**src/rtl/first_pkg.sv**
```systemverilog
// first_pkg: lamp encoding, controller states, dwell times and day-window bounds
// shared by the traffic controller and its request decoder.
package first_pkg;
    localparam logic [1:0] RED    = 2'b00;
    localparam logic [1:0] YELLOW = 2'b01;
    localparam logic [1:0] GREEN  = 2'b10;

    localparam int MIN_GREEN = 4;
    localparam int YEL       = 3;
    localparam int ALLRED    = 2;
    localparam int MAX_CG    = 8;

    localparam int DAY_START = 5;
    localparam int DAY_END   = 21;

    typedef enum logic [2:0] {HG, HY, AR, CG, CY} state_t;

    function automatic logic [1:0] hwy_lamp(input state_t s);
        return (s == HG) ? GREEN : (s == HY) ? YELLOW : RED;
    endfunction

    function automatic logic [1:0] country_lamp(input state_t s);
        return (s == CG) ? GREEN : (s == CY) ? YELLOW : RED;
    endfunction
endpackage

```
**src/rtl/first_req_decode.sv**
```systemverilog
// first_req_decode: day-window flag, night key qualification and the crossing request.
// Purely combinational; out-of-range times fall out as night.
module first_req_decode
    import first_pkg::*;
(
    input  logic       X,
    input  logic       B,
    input  logic [4:0] hours,
    input  logic [5:0] minutes,
    input  logic [7:0] char,
    output logic       is_true,
    output logic       is_true1,
    output logic       req
);
    assign is_true1 = (minutes <= 6'd59) &&
                      ((hours >= 5'(DAY_START) && hours < 5'(DAY_END)) ||
                       (hours == 5'(DAY_END) && minutes == 6'd0));
    assign is_true  = B && (char inside {8'h61, 8'h62, 8'h63});
    // Sensor by day, key by night.
    assign req      = is_true1 ? X : is_true;
endmodule

```
**src/rtl/first.sv**
```systemverilog
// first: highway/country-road traffic light controller with a dwell counter.
// Define FIRST_NIGHT_FLASH_EN to flash the country lamp red/yellow in night-time highway green.
module first
    import first_pkg::*;
(
    input  logic       clock,
    input  logic       clear,
    input  logic       X,
    input  logic       B,
    input  logic [4:0] hours,
    input  logic [5:0] minutes,
    input  logic [7:0] char,
    output logic [1:0] hwy,
    output logic [1:0] country,
    output logic       is_true,
    output logic       is_true1
);
    logic       w_req;
    state_t     r_state;
    state_t     w_next;
    logic [3:0] r_cnt;

    first_req_decode u_dec (
        .X        (X),
        .B        (B),
        .hours    (hours),
        .minutes  (minutes),
        .char     (char),
        .is_true  (is_true),
        .is_true1 (is_true1),
        .req      (w_req)
    );

    always_comb begin
        w_next = r_state;
        case (r_state)
            HG:      w_next = (w_req && r_cnt >= 4'(MIN_GREEN - 1)) ? HY : HG;
            HY:      w_next = (r_cnt == 4'(YEL - 1)) ? AR : HY;
            AR:      w_next = (r_cnt == 4'(ALLRED - 1)) ? CG : AR;
            CG:      w_next = (!w_req || r_cnt == 4'(MAX_CG - 1)) ? CY : CG;
            CY:      w_next = (r_cnt == 4'(YEL - 1)) ? HG : CY;
            default: w_next = HG;
        endcase
    end

`ifdef FIRST_NIGHT_FLASH_EN
    logic r_flash;
    logic w_flash;
    assign w_flash = (r_state == HG) && (w_next == HG) && !is_true1;
`endif

    // Lamps are decoded from the next state so they switch with the state.
    always_ff @(posedge clock) begin
        if (clear) begin
            r_state <= HG;
            r_cnt   <= 4'd0;
            hwy     <= GREEN;
            country <= RED;
`ifdef FIRST_NIGHT_FLASH_EN
            r_flash <= 1'b0;
`endif
        end else begin
            r_state <= w_next;
            r_cnt   <= (w_next != r_state) ? 4'd0 : (r_cnt == 4'd15) ? 4'd15 : r_cnt + 4'd1;
            hwy     <= hwy_lamp(w_next);
`ifdef FIRST_NIGHT_FLASH_EN
            r_flash <= w_flash ? ~r_flash : 1'b0;
            country <= w_flash ? (r_flash ? RED : YELLOW) : country_lamp(w_next);
`else
            country <= country_lamp(w_next);
`endif
        end
    end
endmodule

```
**config.mk**
```make
export PLATFORM = sky130hd
export DESIGN_NAME = first
export DESIGN_NICKNAME = d
export VERILOG_FILES = /design/src/rtl/first_pkg.sv /design/src/rtl/first_req_decode.sv /design/src/rtl/first.sv
export SDC_FILE = /design/constraint.sdc
export NUM_CORES = 1
export LEC_CHECK = 0
export BUFFER_PORTS_ARGS = -buffer_cell sky130_fd_sc_hd__buf_2
export CORE_UTILIZATION = 45
export CTS_CLUSTER_DIAMETER = 100
export DETAILED_ROUTE_END_ITERATION = 16
export PLACE_DENSITY = 0.79
export SYNTH_ARGS = -nofsm -noshare
export SYNTH_HDL_FRONTEND = slang
export SYNTH_SLANG_ARGS = --single-unit
```
**constraint.sdc**
```tcl
create_clock -name clock -period 3.2 [get_ports clock]
set_clock_uncertainty 0.2 [all_clocks]
set_input_delay 0.8 -clock clock [delete_from_list [all_inputs] [get_ports clock]]
set_output_delay 0.8 -clock clock [all_outputs]
set_load 0.02 [all_outputs]
```
=== Word-level counts from Yosys, hierarchy flattened ===
Cells that the tools add are included.

* Word-level logic and storage cells: 52
* Register bits after elaboration: 11
* Output and inout port bits: 6

* Reduce and logical (&&, ||, !) cells: 15
* $lt $le $gt $ge: 4
* $add $sub $neg: 1
* Equal/unequal tests: 16
* Mux-type cells: 11

{| class="wikitable"
|+ Operators with widths
! kind !! number
|-
| $eq A8 B7 Y1 const B || 3
|-
| $pmux W3 S5 || 1
|-
| $eq A3 B2 Y1 const B || 3
|-
| $eq A3 B1 Y1 const B || 2
|-
| $eq A3 B3 Y1 const B || 2
|-
| $le A6 B6 Y1 const B || 1
|-
| $logic_not A3 Y1 || 2
|-
| $logic_not A6 Y1 || 1
|-
| $mux W3 || 2
|-
| $reduce_or A2 Y1 || 3
|-
| $eq A5 B5 Y1 const B || 1
|-
| $ge A5 B3 Y1 const B || 1
|-
| $logic_and A1 B1 Y1 || 5
|-
| $lt A5 B5 Y1 const B || 1
|-
| $mux W1 || 5
|-
| $add A4 B1 Y4 const B || 1
|-
| $eq A4 B1 Y1 const B || 1
|-
| $eq A4 B2 Y1 const B || 1
|-
| $eq A4 B3 Y1 const B || 1
|-
| $eq A4 B4 Y1 const B || 1
|-
| $ge A4 B2 Y1 const B || 1
|-
| $mux W2 || 2
|-
| $mux W4 || 1
|-
| $ne A3 B3 Y1 || 1
|-
| other kinds (3) || 4
|}

=== Depth between registers and ports, before layout ===
* Depth in word-level cells: 12
* Gate-level depth with buffers: 8
* Gate-level depth less buffers: 8

=== By module ===
Synthesis repeated with hierarchy kept, for this count alone.

* Cell total of the unflattened synthesis: 69
* Area, all modules: 660.6 um^2

{| class="wikitable"
|+ By module, submodules not included
! module !! cells an instance !! area an instance (um^2) !! times used
|-
| first || 57 || 571.8 || 1
|-
| first_req_decode || 12 || 88.8 || 1
|}

=== Worst setup path after synthesis ===
No wires, ideal clock.

* Path kind: input to register
* Start: in char[3]
* End: reg r_cnt[0]
* Stages: 6
* Buffers on the path: 0
* Library setup time: 78 ps
* Path slack: 317 ps
* Arrival: 2,605 ps
* Cells stage by stage: nor2_1 o2111ai_1 nor4b_1 mux2_4 mux2_4 nor3_1

* Word-level cells in the longest chain between the ends: 10
* Elaborated cells on any way between the ends: 14
* Those cells by class: eq/ne (4); mux (4); reduce/logical (6)

{| class="wikitable"
|+ Ends and longest elaborated chain
! element !! RTL line !! RTL
|-
| start, declared || first.sv:12 || <nowiki>input logic [7:0] char,</nowiki>
|-
| $eq A8 B7 Y1 || first_req_decode.sv:18 || <nowiki>assign is_true = B && (char inside {8'h61, 8'h62, 8'h63});</nowiki>
|-
| $reduce_bool A3 Y1 (*) || first_req_decode.sv:18 ||
|-
| $logic_and A1 B1 Y1 (*) || first_req_decode.sv:18 ||
|-
| named net is_true || first.sv:15 || <nowiki>output logic is_true,</nowiki>
|-
| $mux W1 (*) || first_req_decode.sv:20 || <nowiki>assign req = is_true1 ? X : is_true;</nowiki>
|-
| $logic_not A1 Y1 || first.sv:40 || <nowiki>CG: w_next = (!w_req || r_cnt == 4'(MAX_CG - 1)) ? CY : CG;</nowiki>
|-
| $logic_or A1 B1 Y1 || first.sv:40 ||
|-
| $mux W3 || first.sv:40 ||
|-
| $pmux W3 S5 (*) || first.sv:36 || <nowiki>case (r_state)</nowiki>
|-
| $ne A3 B3 Y1 (*) || first.sv:64 || <nowiki>r_cnt <= (w_next != r_state) ? 4'd0 : (r_cnt == 4'd15) ? 4'd15 : r_cnt + 4'd1;</nowiki>
|-
| $reduce_or A2 Y1 (no source line) (*) || - ||
|-
| end signal, assigned || first.sv:64 ||
|-
| end, declared || first.sv:21 || <nowiki>logic [3:0] r_cnt;</nowiki>
|}

The timed path passes the listed nets; every way through them passes the cells marked *.
A chain may end at the register's enable or synchronous reset.

=== Worst setup path in the final report ===
* Start: in hours[1]
* End: out is_true1

* Word-level cells in the longest chain between the ends: 4
* Elaborated cells on any way between the ends: 7
* Those cells by class: order compare (2); eq/ne (1); reduce/logical (4)

{| class="wikitable"
|+ Ends and longest elaborated chain
! element !! RTL line !! RTL
|-
| start, declared || first.sv:10 || <nowiki>input logic [4:0] hours,</nowiki>
|-
| $ge A5 B3 Y1 (tied with other cells) || first_req_decode.sv:16 || <nowiki>((hours >= 5'(DAY_START) && hours < 5'(DAY_END)) ||</nowiki>
|-
| $logic_and A1 B1 Y1, on equally long branches || first_req_decode.sv:16, first_req_decode.sv:17 ||
|-
| $logic_or A1 B1 Y1 (*) || first_req_decode.sv:16 ||
|-
| $logic_and A1 B1 Y1 (*) || first_req_decode.sv:15 || <nowiki>assign is_true1 = (minutes <= 6'd59) &&</nowiki>
|-
| end, declared || first.sv:16 || <nowiki>output logic is_true1</nowiki>
|}

Every way passes the cells marked *; elsewhere a longest branch is shown, timed or not.

==> flow_results.org <==
** Global routing
- The first global-routing pass estimated 2.10 mm of wire.
- Entering global routing, the biggest net connects 15 pins.
- The number of global-route vias before repair came to 553.
- Antenna violations before repair :: 0
- Global routing finished with a remaining overflow of 0.
- GRT Overall Usage :: between 10% and 20%

** STA
- Max_slew headroom :: a little under two thirds
- Share of the clock period used by the worst path :: about 88%
- At the pin with the least slew margin, the transition time is between 500 and 600 ps.
- Setup TNS :: 0 ps
- Maximum achievable frequency :: 356 MHz
- Max Slew Vio Count :: 0
- The final number of hold-violating endpoints was 0.
- Setup repair after global routing left no endpoint under its margin.
- Count of final setup violators :: 0
- After layout, the worst setup slack is a little under 400 ps.
- Fin crit period :: 2810 ps

** Cells and area
- The library cell used most frequently in the layout, excluding fill and tap cells, is sky130_fd_sc_hd__buf_2.
- Commonest non-fill, non-tap cells in the layout :: sky130_fd_sc_hd__buf_2, sky130_fd_sc_hd__dfxtp_1, sky130_fd_sc_hd__nor3_1, sky130_fd_sc_hd__a21oi_1, sky130_fd_sc_hd__nor2_1
- Final Net Count :: between 100 and 150
- 0 antenna diodes ended up in the layout.
- Count of filler cells inserted in the layout :: 131
- Cells with a size suffix above 1 make up between 30% and 40% of the layout.
- Compared with the post-synthesis result, the final layout area differs by 25.0%.

** Routing
- DRC :: 0
- After the first detailed-routing iteration, the DRC count stood at 21.
- Before antenna repair, the detailed router went through 4 iterations.
- Wire segments on met3 add up to about 100 um in the final route.
- Wire per inst :: roughly 11 um
- After detailed routing, the wire length on met1 is 647 um.
- The highest metal layer carrying signal wires in the routed design is met4.
- In the routed layout, each cell is associated on average with a via count of approximately 5.7.
- Wire segments on met2 add up to 647 um in the final route.
- In this run the remaining antenna-violating nets after routing total 0.
- Total Wirelength :: roughly 1.4 mm
- The routed layout has 711 vias.

** Yosys
- Sequential elements use 32.3% of the synthesized area.
- Synthesized area per cell :: 8.42 um^2
- Number of warning messages in the yosys log :: 0
- Combined area of all synthesized cells :: 682 um^2
- Synthesized Nets :: between 100 and 150
- Register bit count reported by yosys :: 11
- The number of different library cells used by synthesis comes to 32.
- In the synthesized netlist, the number of instances is between 80 and 90.

** Clock tree
- CTS Buf Count :: 3
- The later pin in the worst-skew pair is clocked with a latency of about 270 ps.
- Clock tree synthesis selected as its root buffer the cell sky130_fd_sc_hd__clkbuf_4.
- No sink is reached through more buffers than the 2 on the longest clock path.
- Hold repair after CTS inserted 0 buffers.
- Total of cells resized after clock tree synthesis :: 0
- Level count of the clock H-tree :: 1
- Worst-path clk slew :: 70 ps
- Counting every sink on the clock net gives 11.
- TritonCTS built the clock tree.
- Post-CTS Setup Bufs :: 0

** Power
- Combinational group share of total power :: between 30 and 40%
- Largest vdd supply drop :: a little over 0.2 mV
- Fraction of power consumed by the clock network :: 23.4%
- In this run the power spent charging and discharging nets is between 100 and 150 uW.
- Cell Int Power :: approximately 270 uW
- Sequential cells burn 44.3% of the power.
- PwrDens :: around 480 nW/um^2
- Of the total power, the share spent switching nets is about a third.
- Pleak :: approximately 0.00038 uW

** Worst setup path
- Highest fanout seen on the critical path :: 2
- Required @ worst endpoint :: 2200 ps
- STA classifies the critical path startpoint as a primary input.
- At the worst endpoint, the arrival time is between 1500 and 2000 ps.
- Worst setup path category :: primary input to output port
- STA classifies the critical path endpoint as an output port.

** Floorplanning
- Area of the die :: approximately 1700 um^2
- The die is approximately 41 um tall.
- After floorplanning, the core was sized to cover 1350 um^2.
- # rows :: 13
- 29 I/O pins were placed.
- Width of the die :: ~41 um
- The initial utilization of the core area, before any placement, comes to roughly 50%.

** Place
- Routability Congestion :: about 0.76
- Placed wire-length estimate after detailed placement :: ~1.1 mm
- Buffers placed on the I/O ports in this run total 28.
- Setup slack after placement :: between 300 and 400 ps

** Flow run
- The tool flagged a number of max-cap violations equal to 0.

** Min path
- Class of the tightest hold or removal check :: register to register

** Outcome
- The flow ran to the end, and the final reports show no timing, DRC or antenna violations.
==> through the flow <==
stage	area [um^2]	std cells	util (%)	hold slack [ps]	power, uW
4_1_cts	852	124	63.1	398	411
3_5_place_dp	826	120	61.2	382	316
6_report	852	124	63.1	399	408
2_1_floorplan	682	81	-	346	276
5_1_grt	852	124	63.1	450	436
3_3_place_gp	826	120	61.2	380	312
==> power groups by stage <==
stage	Sequential (uW)	Combinational [uW]	Clock [uW]
3_3_place_gp	182	130	0
2_1_floorplan	180	95.9	0
3_5_place_dp	184	132	0
5_1_grt	185	149	103
4_1_cts	180	133	97.5
6_report	181	132	95.6
==> layer usage <==
metal | up-vias | global-route usage [%]
li1 | 362 | -
met1 | 309 | 22.9
met2 | 37 | 31.6
met3 | 3 | 3.26
met4 | 0 | 12.5
met5 | - | 0
==> cell families (layout without fill, tap and decap cells) <==
| family | after synthesis | in the layout | share of synthesized area (%) |
|---|---|---|---|
| AO/OA/AOI/OAI | 22 | 22 | 22.4 |
| adder cells (fa/ha/maj) | 3 | 3 | 5.51 |
| buffers and inverters | 7 | 35 | 3.85 |
| flip-flops | 11 | 11 | 32.3 |
| multiplexers | 2 | 2 | 4.40 |
| AND/OR/NAND/NOR | 36 | 36 | 31.6 |
==> area by class of cell <==
class / count / area (um^2) / area share, %
timing repair buffer: 28 / 140 / 16.4
clock buffer: 4 / 26.3 / 3.08
inverter: 3 / 11.3 / 1.32
tap: 15 / 18.8 / 2.20
sequential: 11 / 220 / 25.8
multi-input combinational: 63 / 435 / 51.1
==> synth_stat cells <==
cell / n / share of area [%]
sky130_fd_sc_hd__and4b_2: 1 / 1.7
sky130_fd_sc_hd__buf_1: 1 / 0.55
sky130_fd_sc_hd__nand4_1: 1 / 0.92
sky130_fd_sc_hd__o2111ai_1: 1 / 1.3
sky130_fd_sc_hd__o211ai_1: 2 / 2.2
sky130_fd_sc_hd__nand3b_1: 3 / 3.3
sky130_fd_sc_hd__nor4_1: 2 / 1.8
sky130_fd_sc_hd__nor2_1: 5 / 2.8
sky130_fd_sc_hd__or3b_2: 1 / 1.3
sky130_fd_sc_hd__a31oi_1: 2 / 1.8
sky130_fd_sc_hd__nor4b_1: 2 / 2.6
sky130_fd_sc_hd__dfxtp_1: 11 / 32
sky130_fd_sc_hd__a21o_1: 3 / 3.3
sky130_fd_sc_hd__nor3b_1: 3 / 3.3
sky130_fd_sc_hd__or3_1: 1 / 0.92
sky130_fd_sc_hd__o32ai_1: 1 / 1.3
sky130_fd_sc_hd__a31o_2: 1 / 1.3
sky130_fd_sc_hd__inv_1: 3 / 1.7
sky130_fd_sc_hd__ha_1: 3 / 5.5
sky130_fd_sc_hd__and3_1: 1 / 0.92
sky130_fd_sc_hd__mux2_4: 2 / 4.4
sky130_fd_sc_hd__o21ai_0: 1 / 0.73
sky130_fd_sc_hd__a21boi_0: 1 / 1.1
sky130_fd_sc_hd__or4b_2: 1 / 1.5
sky130_fd_sc_hd__a2bb2oi_1: 1 / 1.3
sky130_fd_sc_hd__clkbuf_1: 3 / 1.7
sky130_fd_sc_hd__nor3_1: 7 / 5.1
sky130_fd_sc_hd__nand2b_1: 2 / 1.8
sky130_fd_sc_hd__o21a_1: 4 / 4.4
sky130_fd_sc_hd__nand2_1: 4 / 2.2
sky130_fd_sc_hd__nand3_1: 2 / 1.5
sky130_fd_sc_hd__a21oi_1: 5 / 3.7
==> worst paths after layout <==
path | slack (ps) | startpoint | to | depth (start not counted)
max | 390 | hours[1] | is_true1 | 5
min | 400 | r_cnt[0] | r_cnt[0] | 3
max reg2reg | 640 | r_cnt[0] | r_cnt[3] | 8
min reg2reg | 400 | r_cnt[0] | r_cnt[0] | 3
==> sequential cells by signal, summed over array words and instances (netlist names) <==
signal	count
country	2
hwy	2
r_state	3
r_cnt	4
==> critical path, cell delays in order <==
cell and delay (ps):
sky130_fd_sc_hd__buf_2 100, sky130_fd_sc_hd__o21a_1 180, sky130_fd_sc_hd__or3_1 300, sky130_fd_sc_hd__a31o_2 260
sky130_fd_sc_hd__buf_2 160
Note: power is estimated with default switching activity, not from simulation.
